==> config.mk <==
export PLATFORM = sky130hd
export DESIGN_NAME = key_encoder
export DESIGN_NICKNAME = d
export VERILOG_FILES = /design/src/rtl/key_encoder.sv
export SDC_FILE = /design/constraint.sdc
export NUM_CORES = 1
export LEC_CHECK = 0
export CAP_MARGIN = 10
export CORE_ASPECT_RATIO = 2
export CORE_MARGIN = 1.5
export CORE_UTILIZATION = 53
export CTS_CLUSTER_SIZE = 12
export DETAILED_ROUTE_END_ITERATION = 12
export PLACE_DENSITY_LB_ADDON = 0.05
export SLEW_MARGIN = 40
export SYNTH_ARGS = -nofsm -noshare
export SYNTH_HDL_FRONTEND = slang
export SYNTH_SLANG_ARGS = --single-unit
==> constraint.sdc <==
create_clock -name clk -period 2.25 [get_ports clk]
set_clock_uncertainty 0.1 [all_clocks]
set_input_delay 0.45 -clock clk [delete_from_list [all_inputs] [get_ports clk]]
set_output_delay 0.45 -clock clk [all_outputs]
set_load 0.005 [all_outputs]
==> src/rtl/key_encoder.sv <==
// key_encoder: registered 8-to-3 priority encoder for active-low push-buttons.
// Button lines are synchronised, debounced as a whole vector, then encoded.
// The highest-index pressed key wins. The outputs follow the same enable
// rule as the board's LED decoder (active only when enable == 4), so the two
// blocks can share a bus. The press output is a one-cycle strobe for each
// newly accepted key event.
module key_encoder #(
  parameter int DEBOUNCE_CYCLES = 4  // consecutive stable cycles before acceptance, >= 1
) (
  input  logic       clk,
  input  logic       rst_n,
  input  logic [2:0] enable,
  input  logic [7:0] button_n,
  output logic [2:0] code,
  output logic       gs,
  output logic       eo,
  output logic       press
);

  localparam int              CNT_W       = $clog2(DEBOUNCE_CYCLES + 1);
  localparam logic [CNT_W-1:0] CNT_LAST   = CNT_W'(DEBOUNCE_CYCLES - 1);
  localparam logic [2:0]      ENABLE_CODE = 3'd4;
  localparam logic [7:0]      ALL_RELEASED = 8'hff;

  // Input synchroniser and debounce state.
  logic [7:0]       sync1_q;
  logic [7:0]       sync2_q;
  logic [7:0]       cand_q,   cand_d;
  logic [7:0]       stable_q, stable_d;
  logic [CNT_W-1:0] cnt_q,    cnt_d;

  // Registered encoder outputs.
  logic [2:0] code_q,  code_d;
  logic       gs_q,    gs_d;
  logic       eo_q,    eo_d;
  logic       press_q, press_d;

  // Encoder intermediates.
  logic [7:0] hit;
  logic       enabled;

  // Debounce: track the latest synchronised vector as a candidate and accept
  // it into stable only after it has held for DEBOUNCE_CYCLES more cycles.
  always_comb begin
    // NOTE: every signal gets a default first so no path leaves it unassigned;
    // otherwise synthesis infers a latch to hold the old value.
    cand_d   = cand_q;
    cnt_d    = cnt_q;
    stable_d = stable_q;
    if (sync2_q != cand_q) begin
      // New value seen: restart the stability window.
      cand_d = sync2_q;
      cnt_d  = '0;
    end else if (cnt_q < CNT_LAST) begin
      cnt_d = cnt_q + CNT_W'(1);
    end else begin
      // Window complete. The counter saturates, and stable keeps following
      // the candidate for as long as the candidate holds.
      stable_d = cand_q;
    end
  end

  // Two-flop synchroniser followed by the debounce registers.
  always_ff @(posedge clk or negedge rst_n) begin
    if (!rst_n) begin
      sync1_q  <= ALL_RELEASED;
      sync2_q  <= ALL_RELEASED;
      cand_q   <= ALL_RELEASED;
      stable_q <= ALL_RELEASED;
      cnt_q    <= '0;
    end else begin
      // NOTE: state registers use non-blocking assignment so that every flop
      // samples the pre-edge value; this is what lets sync1 -> sync2 form a chain.
      sync1_q  <= button_n;
      sync2_q  <= sync1_q;
      cand_q   <= cand_d;
      stable_q <= stable_d;
      cnt_q    <= cnt_d;
    end
  end

  // Priority encode the debounced vector. The press decision compares against
  // the currently registered outputs.
  always_comb begin
    hit     = ~stable_q;
    enabled = (enable == ENABLE_CODE);
    gs_d    = enabled && (|hit);
    eo_d    = enabled && !(|hit);
    code_d  = 3'd0;
    // Ascending scan: the last match is the highest pressed index.
    for (int i = 0; i < 8; i++) begin
      if (hit[i]) begin
        code_d = 3'(i);
      end
    end
    if (!gs_d) begin
      code_d = 3'd0;
    end
    // A new event is either a first press or a change of the winning key.
    // Releasing every key drops gs without producing a strobe.
    press_d = gs_d && (!gs_q || (code_d != code_q));
  end

  // Output registers. The enable input is sampled directly, so an enable
  // change reaches the outputs at the next edge.
  always_ff @(posedge clk or negedge rst_n) begin
    if (!rst_n) begin
      code_q  <= 3'd0;
      gs_q    <= 1'b0;
      eo_q    <= 1'b0;
      press_q <= 1'b0;
    end else begin
      code_q  <= code_d;
      gs_q    <= gs_d;
      eo_q    <= eo_d;
      press_q <= press_d;
    end
  end

  assign code  = code_q;
  assign gs    = gs_q;
  assign eo    = eo_q;
  assign press = press_q;

endmodule

After elaboration in Yosys (flattened, before gate mapping)
Cells that the tools add are included.
Widths: inputs -> output; s select.
{ "word_totals": {"in_bits": 13, "out_inout_bits": 6, "wordCells": 36, "ff_bits": 41} }
{ "op_classes": {"bitwise": 3, "reduce_logical": 9, "add_sub_neg": 1, "eq_ne": 3, "muxes": 10, "n_lt_le_gt_ge": 1} }
{ "op_table": {"columns": ["op", "count"], "rows": [
  ["$mux 3", 9],
  ["$ne 8x8->1", 1],
  ["$not 8->8", 1],
  ["$reduce_or 8->1", 1],
  ["$add 3x1->3 const B", 1],
  ["$eq 3x3->1 const B", 1],
  ["$logic_and 1x1->1", 3],
  ["$lt 3x2->1 const B", 1],
  ["$ne 3x3->1", 1],
  ["$logic_not 1->1", 2],
  ["$not 1->1", 2],
  ["$reduce_and 2->1", 1],
  ["$reduce_bool 2->1", 1],
  ["$logic_or 1x1->1", 1],
  ["$mux 1", 1]
]} }

Depth between registers and ports, before layout
Gate-level depths: netlist (run 1).
{ "depth": {"ltp_word": 12, "mapped_depth": 5, "mapped_depth_nobuf": 5} }

Least setup slack after synthesis (run 1)
Ideal clock, no wire load.
{ "synth_path": {"path_kind": "reg-to-reg", "from": "reg cand_q[5]", "to": "reg stable_q[0]", "setup_ps": 82, "required_time_ps": 2068, "path_slack_ps": 550, "path_buffers": 0, "period_less_slack_ps": 1700, "stages_incl_launch_ff": 6, "arrival_time_ps": 1518, "path_cell_list": "dfstp_2 -> xor2_1 -> nor4_1 -> nand2_1 -> nor2_4 -> mux2_2"} }
{ "synth_via": {"elab_chain_len": 3} }
{ "synth_rtl": {"columns": ["element", "line", "rtl"], "rows": [
  ["from (decl)", "28", "logic [7:0] cand_q, cand_d;"],
  ["from (signal assigned)", "76", "cand_q <= cand_d;"],
  ["$ne 8x8->1", "50", "if (sync2_q != cand_q) begin"],
  ["$not 1->1 (no line)", null, null],
  ["$reduce_and 2->1 (no line)", null, null],
  ["to (signal assigned)", "77", "stable_q <= stable_d;"],
  ["to (decl)", "29", "logic [7:0] stable_q, stable_d;"]
]} }
Every way passes these cells.
A chain may end at the register's enable or synchronous reset.

Final worst setup path (run 1)
{ "layout_path": {"from": "reg cand_q[4]", "to": "reg stable_q[0]"} }
Same word-level chain as after synthesis.

==> run_summary.xml, run 1 <==
<?xml version="1.0" encoding="UTF-8"?>
<metrics>
  <group name="setup_path">
    <metric name="cp.required" unit="ns">2.37</metric>
    <metric name="arrival" unit="ns">1.99</metric>
    <metric name="reg2reg_to" unit="">stable_q[0]$_DFFE_PN1P_</metric>
    <metric name="reg2reg_from" unit="">cand_q[4]$_DFFE_PN1N_</metric>
    <metric name="timing.critical_path.fanout_max" unit="">8</metric>
    <metric name="ff2ff_path_depth" unit="">5</metric>
    <metric name="ff2ff_setup_slack" unit="ns">0.37</metric>
    <metric name="worstSetupStartpointType" unit="">flop</metric>
    <metric name="crit_path_end_kind" unit="">flop</metric>
    <metric name="criticalPathCategory" unit="">reg2reg</metric>
  </group>
  <group name="run_status">
    <metric name="status" unit="">completed</metric>
  </group>
  <group name="global_route">
    <metric name="residual_overflow_from_global_routing" unit="">0</metric>
    <metric name="first_global_vias" unit="">803</metric>
    <metric name="global_route_wire_length_before_repair" unit="µm">3380</metric>
    <metric name="antenna_found_initial" unit="">0</metric>
    <metric name="globalRouteTotalUtil" unit="%">16.8</metric>
    <metric name="largest_net_degree_at_the_start_of_global_routing" unit="">28</metric>
  </group>
  <group name="pwr">
    <metric name="total_leakage_power" unit="nW">0.733</metric>
    <metric name="irDropWorstVdd" unit="V">0.000642</metric>
    <metric name="powerDensity" unit="nW/µm²">773</metric>
  </group>
  <group name="cts">
    <metric name="cts.root.buffer_cell" unit="">clkbuf_8</metric>
    <metric name="clkTransAtPathRegs" unit="ns">0.08</metric>
    <metric name="postCtsResizedCells" unit="">0</metric>
    <metric name="cts-buffers-inserted" unit="">5</metric>
    <metric name="ctsHoldBuffers" unit="">0</metric>
    <metric name="clock_latency" unit="ns">0.29</metric>
    <metric name="cts.sinks" unit="">41</metric>
    <metric name="longest_clk_path_bufs" unit="">2</metric>
    <metric name="cts_setup_buffers" unit="">0</metric>
    <metric name="cts_tree" unit="">done</metric>
    <metric name="cts_htree_levels" unit="">2</metric>
  </group>
  <group name="synth">
    <metric name="synth-seq-area-share" unit="%">72.6</metric>
    <metric name="synthesis.nets" unit="">117</metric>
    <metric name="avgSynthCellArea" unit="µm²">14.3</metric>
    <metric name="synth-seq-cells" unit="">41</metric>
    <metric name="synth_unique_cells" unit="">22</metric>
    <metric name="post_synth_instance_area" unit="µm²">1470</metric>
    <metric name="synth-warning-count" unit="">0</metric>
    <metric name="postSynthCellCount" unit="">103</metric>
  </group>
  <group name="route">
    <metric name="vias" unit="">802</metric>
    <metric name="detailedRoute.firstPassIterationCount" unit="">4</metric>
    <metric name="postRouteAntennaNets" unit="">0</metric>
    <metric name="drt-vias-per-instance" unit="">5.31</metric>
    <metric name="drt_iter0_markers" unit="">19</metric>
    <metric name="drt-wirelength-per-cell" unit="µm">14.0</metric>
    <metric name="detail_route.drc_violations" unit="">0</metric>
    <metric name="routed_wl" unit="µm">2120</metric>
  </group>
  <group name="timing">
    <metric name="min_period_over_period" unit="%">83.4</metric>
    <metric name="finalHoldViolCount" unit="">0</metric>
    <metric name="max_clock_freq" unit="MHz">533</metric>
    <metric name="setup-violations-final" unit="">0</metric>
    <metric name="worstMarginPinSlew" unit="ns">0.619</metric>
    <metric name="rsz0062_at_grt" unit="">no</metric>
    <metric name="totalNegativeSetupSlack" unit="ns">0</metric>
    <metric name="timing_max_transition_violations_final" unit="">0</metric>
    <metric name="final.min_clock_period" unit="ns">1.88</metric>
    <metric name="timing.max_slew.rel_slack" unit="%">58.7</metric>
    <metric name="setup_slack" unit="ns">0.374</metric>
  </group>
  <group name="die">
    <metric name="rows" unit="">26</metric>
    <metric name="io-pin-count" unit="">19</metric>
    <metric name="coreArea" unit="µm²">2600</metric>
    <metric name="die_area" unit="µm²">3120</metric>
    <metric name="initial_utilization" unit="%">56.4</metric>
    <metric name="floorplan.die.width" unit="µm">40.2</metric>
    <metric name="dieHeight" unit="µm">77.5</metric>
  </group>
  <group name="final_layout">
    <metric name="design_area" unit="µm²">1770</metric>
    <metric name="final-seq-area" unit="µm²">1070</metric>
    <metric name="most_common_cell_after_layout_fill_and_taps_aside" unit="">dfstp_2</metric>
    <metric name="layout-drive-gt1-share" unit="%">42.3</metric>
    <metric name="design.final.nets" unit="">136</metric>
    <metric name="multiInputGateArea" unit="µm²">362</metric>
    <metric name="insertedDiodeCount" unit="">0</metric>
    <metric name="filler_cell_count" unit="">203</metric>
    <metric name="most-common-layout-cells" unit="">dfstp_2 (32), clkdlybuf4s50_1 (17), xor2_1 (9), dfrtp_1 (9)</metric>
    <metric name="flow.area_growth_from_synthesis" unit="%">20.2</metric>
  </group>
  <group name="place">
    <metric name="placedInstanceArea" unit="µm²">1660</metric>
    <metric name="post-dp-hpwl" unit="µm">1630</metric>
    <metric name="detailedPlace.worstSlack" unit="ns">0.368</metric>
    <metric name="place_congestion" unit="">0.711</metric>
    <metric name="buffer_ports.inserted" unit="">18</metric>
  </group>
  <group name="min_path">
    <metric name="worstHoldPathType" unit="">in2async</metric>
  </group>
  <group name="job">
    <metric name="max-cap-violations" unit="">0</metric>
  </group>
</metrics>
## cells by family (layout without fill, tap and decap cells)
family	Yosys count	in the layout	share of synthesized area, %
DFF	41	41	72.6
and+or+nand+nor	21	21	7.15
xor gates and xnor gates	11	11	6.56
buffers and inverters	11	31	2.81
AOI/OAI and AO/OA	10	10	3.92
muxes	8	8	6.13
adders and majority gates	1	1	0.852
## metal layers
metal  vias to the layer above  share of wire, %  wire (µm)  GRT usage (%)
met5                         -                 0          0              0
met1                       405                33        701           14.8
met4                         0               2.2         46           10.0
li1                        372                 -          -              -
met2                        21                61       1290           29.5
met3                         4               4.0         85           5.14
## layout make-up
cell class | count | share of cell area [%]
clock buffer | 7 | 5.46
clock inverter | 1 | 0.283
inverter | 3 | 0.638
multi-input combinational | 51 | 20.5
sequential | 41 | 60.4
tap | 28 | 1.98
timing repair buffer | 20 | 10.8
## Yosys cell counts
library cell  count  share of area (%)
a211oi_1          1               0.51
a21oi_1           4                1.4
a31oi_1           1               0.43
a41oi_1           1               0.60
and3_1            1               0.43
clkbuf_1          8                2.0
dfrtp_1           9                 15
dfstp_2          32                 57
ha_1              1               0.85
inv_1             3               0.77
mux2_2            8                6.1
nand2_1           8                2.0
nand3_1           1               0.34
nand4_1           1               0.43
nor2_1            4                1.0
nor2_4            1               0.77
nor2b_1           2               0.85
nor4_1            2               0.85
o21ai_0           3                1.0
or3_1             1               0.43
xnor2_1           2                1.2
xor2_1            9                5.4
## power by group
| part | leakage [nW] | switching [mW] | internal (mW) |
|---|---|---|---|
| registers | 0.458 | 0.0145 | 0.781 |
| clock network | 0.0542 | 0.229 | 0.277 |
| logic | 0.221 | 0.0279 | 0.0349 |
| total | 0.733 | 0.272 | 1.09 |
## worst max-delay path, cell delays in order (launching register included)
cell     delay, ns
dfstp_2       0.54
xor2_1        0.09
nor4_1        0.27
nand2_1       0.19
nor2_4        0.25
mux2_2        0.37
## sequential cells by signal (all words and copies together) (netlist names)
register / flops
cand_q: 8
cnt_q: 3
code: 3
eo: 1
gs: 1
press: 1
stable_q: 8
sync1_q: 8
sync2_q: 8
## worst max-delay path by stage
| stage | startpoint | to | slack, ns | cells after the start |
|---|---|---|---|---|
| 2_1_floorplan | cand_q[5]$_DFFE_PN1N_ | stable_q[0]$_DFFE_PN1P_ | 0.55 | 5 |
| 3_3_place_gp | cand_q[1]$_DFFE_PN1N_ | stable_q[0]$_DFFE_PN1P_ | 0.39 | 5 |
| 3_5_place_dp | sync2_q[4]$_DFF_PN1_ | stable_q[4]$_DFFE_PN1P_ | 0.37 | 5 |
| 4_1_cts | cand_q[4]$_DFFE_PN1N_ | stable_q[0]$_DFFE_PN1P_ | 0.36 | 5 |
| 5_1_grt | cand_q[4]$_DFFE_PN1N_ | stable_q[5]$_DFFE_PN1P_ | 0.23 | 5 |
| 6_report | cand_q[4]$_DFFE_PN1N_ | stable_q[0]$_DFFE_PN1P_ | 0.37 | 5 |
## stage by stage
stage	util (%)	hold slack, ns	std cells	power, mW
floorplan	-	0.0544	103	0.824
global placement	63.9	0.245	143	0.869
detailed placement	63.9	0.247	143	0.873
CTS	67.8	0.0826	151	1.39
global route	67.8	0.113	151	1.43
finish	67.8	0.0629	151	1.36
(Power assumes the default switching activity.)
==> inputs of run 2 (changes only) <==
Clock period 2.25 ns to 1.9 ns, I/O delays scaled along.
==> run 2 against run 1 <==
  * Routed wire length is 0.42% lower
  * Utilization is 3.1 points higher
  * Critical path depth up 2
  * Register-to-register slack worse by 0.32 ns
  * Non-clock buffer count increased by 3
  * Total power rose by 26%
  * Critical path type unchanged
  * Largest power group unchanged
==> run_summary.xml, run 2 (synthesized netlist as in run 1, its figures left out) <==
<?xml version="1.0" encoding="UTF-8"?>
<metrics>
  <group name="run_status">
    <metric name="status" unit="">completed</metric>
  </group>
  <group name="setup_path">
    <metric name="cp.required" unit="ns">2.03</metric>
    <metric name="reg2reg_to" unit="">stable_q[5]$_DFFE_PN1P_</metric>
    <metric name="cpPeakStageDelay" unit="ns">0.54</metric>
    <metric name="criticalPathCategory" unit="">reg2reg</metric>
    <metric name="crit_path_end_kind" unit="">flop</metric>
    <metric name="worstSetupPathDepth" unit="">7</metric>
    <metric name="timing.critical_path.fanout_max" unit="">8</metric>
    <metric name="worstSetupStartpointType" unit="">flop</metric>
    <metric name="worst_setup_path_startpoint" unit="">sync2_q[5]$_DFF_PN1_</metric>
    <metric name="critical_path_buf_inv_count" unit="">2</metric>
    <metric name="arrival" unit="ns">1.98</metric>
    <metric name="reg2reg_from" unit="">sync2_q[5]$_DFF_PN1_</metric>
    <metric name="ff2ff_path_depth" unit="">7</metric>
    <metric name="cp_cell_sequence" unit="">xor2_1 -&gt; nor4_1 -&gt; buf_4 -&gt; nand2_2 -&gt; nor2_4 -&gt; buf_12 -&gt; mux2_2</metric>
    <metric name="crit_family" unit="">flip-flops</metric>
    <metric name="crit_end" unit="">stable_q[5]$_DFFE_PN1P_</metric>
    <metric name="crit_path_max_delay_cell_type" unit="">dfstp_2</metric>
    <metric name="ff2ff_setup_slack" unit="ns">0.05</metric>
  </group>
  <group name="timing">
    <metric name="finalHoldWorstSlack" unit="ns">0.0302</metric>
    <metric name="finalHoldViolCount" unit="">0</metric>
    <metric name="final.min_clock_period" unit="ns">1.85</metric>
    <metric name="max_clock_freq" unit="MHz">541</metric>
    <metric name="timing.max_slew.rel_slack" unit="%">68.7</metric>
    <metric name="rsz0062_at_grt" unit="">yes</metric>
    <metric name="min_period_over_period" unit="%">97.4</metric>
    <metric name="worstMarginPinSlew" unit="ns">0.469</metric>
    <metric name="setup-violations-final" unit="">0</metric>
    <metric name="timing_max_transition_violations_final" unit="">0</metric>
    <metric name="setup_slack" unit="ns">0.0499</metric>
  </group>
  <group name="cts">
    <metric name="cts.root.buffer_cell" unit="">clkbuf_8</metric>
    <metric name="longest_clk_path_bufs" unit="">2</metric>
    <metric name="cts_htree_levels" unit="">2</metric>
    <metric name="clkTransAtPathRegs" unit="ns">0.08</metric>
    <metric name="cts_tree" unit="">done</metric>
    <metric name="clock_latency" unit="ns">0.29</metric>
    <metric name="cts.sinks" unit="">41</metric>
    <metric name="cts-buffers-inserted" unit="">5</metric>
    <metric name="ctsHoldBuffers" unit="">0</metric>
  </group>
  <group name="global_route">
    <metric name="residual_overflow_from_global_routing" unit="">0</metric>
    <metric name="first_global_vias" unit="">810</metric>
    <metric name="global_route_wire_length_before_repair" unit="µm">3370</metric>
    <metric name="largest_net_degree_at_the_start_of_global_routing" unit="">42</metric>
    <metric name="globalRouteTotalUtil" unit="%">17.2</metric>
    <metric name="antenna_found_initial" unit="">0</metric>
  </group>
  <group name="place">
    <metric name="detailedPlace.worstSlack" unit="ns">-0.0446</metric>
    <metric name="buffer_ports.inserted" unit="">18</metric>
    <metric name="post-dp-hpwl" unit="µm">1520</metric>
    <metric name="place_congestion" unit="">0.722</metric>
  </group>
  <group name="final_layout">
    <metric name="most_common_cell_after_layout_fill_and_taps_aside" unit="">dfstp_2</metric>
    <metric name="most-common-layout-cells" unit="">dfstp_2 (32), clkdlybuf4s50_1 (17), xor2_1 (9), dfrtp_1 (9), nand2_1 (7)</metric>
    <metric name="flow.area_growth_from_synthesis" unit="%">25.7</metric>
    <metric name="filler_cell_count" unit="">198</metric>
    <metric name="design.final.nets" unit="">139</metric>
    <metric name="insertedDiodeCount" unit="">0</metric>
    <metric name="layout-drive-gt1-share" unit="%">44.4</metric>
  </group>
  <group name="route">
    <metric name="detailedRoute.firstPassIterationCount" unit="">4</metric>
    <metric name="postRouteAntennaNets" unit="">0</metric>
    <metric name="drt-vias-per-instance" unit="">5.25</metric>
    <metric name="detail_route.drc_violations" unit="">0</metric>
    <metric name="routed_wl" unit="µm">2110</metric>
    <metric name="drt_iter0_markers" unit="">7</metric>
    <metric name="drt-wirelength-per-cell" unit="µm">13.7</metric>
    <metric name="vias" unit="">809</metric>
  </group>
  <group name="die">
    <metric name="floorplan.die.width" unit="µm">40.2</metric>
    <metric name="io-pin-count" unit="">19</metric>
    <metric name="initial_utilization" unit="%">56.4</metric>
    <metric name="dieHeight" unit="µm">77.5</metric>
    <metric name="die_area" unit="µm²">3120</metric>
    <metric name="coreArea" unit="µm²">2600</metric>
    <metric name="rows" unit="">26</metric>
  </group>
  <group name="pwr">
    <metric name="total_leakage_power" unit="nW">0.761</metric>
    <metric name="powerDensity" unit="nW/µm²">928</metric>
    <metric name="irDropWorstVdd" unit="V">0.000949</metric>
  </group>
  <group name="job">
    <metric name="max-cap-violations" unit="">0</metric>
  </group>
  <group name="min_path">
    <metric name="worstHoldPathType" unit="">in2async</metric>
  </group>
</metrics>
[run 2: layout make-up]
| cell class | instances | area, µm² | share of cell area, % |
|---|---|---|---|
| Clock inverter | 1 | 30.0 | 1.63 |
| Inverter | 3 | 11.3 | 0.610 |
| Multi-Input combinational cell | 51 | 393 | 21.3 |
| Clock buffer | 7 | 86.3 | 4.67 |
| Timing Repair Buffer | 23 | 225 | 12.2 |
| Sequential cell | 41 | 1070 | 57.7 |
| Tap cell | 28 | 35.0 | 1.90 |
[run 2: per-stage QoR]
| stage | power (mW) | TNS, ns | utilization, % | cells | area, µm² |
|---|---|---|---|---|---|
| floorplan | 0.976 | 0 | - | 103 | 1470 |
| global placement | 1.03 | -0.311 | 64.2 | 144 | 1670 |
| detailed placement | 1.03 | -0.286 | 64.2 | 144 | 1670 |
| CTS | 1.74 | -0.00272 | 68.9 | 152 | 1790 |
| global route | 1.78 | -0.113 | 71.0 | 154 | 1850 |
| finish | 1.71 | 0 | 71.0 | 154 | 1850 |
[run 2: worst register-to-register path, delay by kind of cell, from the launching register on]
family                    cells  cell delay (ns)
and+or+nand+nor               3             0.48
DFF                           1             0.54
muxes                         1             0.33
buffers and inverters         2             0.29
xor gates and xnor gates      1             0.06
[run 2: worst min-delay path by stage]
stage	startpoint	end	depth (start not counted)
2_1_floorplan	rst_n	cnt_q[0]$_DFFE_PN0N_	0
3_3_place_gp	sync1_q[1]$_DFF_PN1_	sync2_q[1]$_DFF_PN1_	0
3_5_place_dp	sync1_q[6]$_DFF_PN1_	sync2_q[6]$_DFF_PN1_	0
4_1_cts	rst_n	code[2]$_DFF_PN0_	2
5_1_grt	rst_n	code[2]$_DFF_PN0_	2
6_report	rst_n	code[2]$_DFF_PN0_	2
[run 2: metal layers]
metal	wire length [µm]	track usage (%)
met4	83	12.0
met2	1210	28.9
met1	704	14.5
met3	110	6.86
met5	0	0
[run 2: timing repair]
action,4_1_cts,5_1_grt
resized for setup,1,7
setup buffers,0,2
endpoints found under the hold margin,0,0
pin swaps,0,4
gates cloned,0,0
endpoints found under the setup margin,8,8
[run 2: power by group]
group | internal (mW) | leakage [nW] | switching [mW] | total, mW
Combinational | 0.0424 | 0.245 | 0.0331 | 0.0755
Clock | 0.428 | 0.0585 | 0.269 | 0.696
Sequential | 0.925 | 0.458 | 0.0172 | 0.942
Total | 1.40 | 0.761 | 0.319 | 1.71
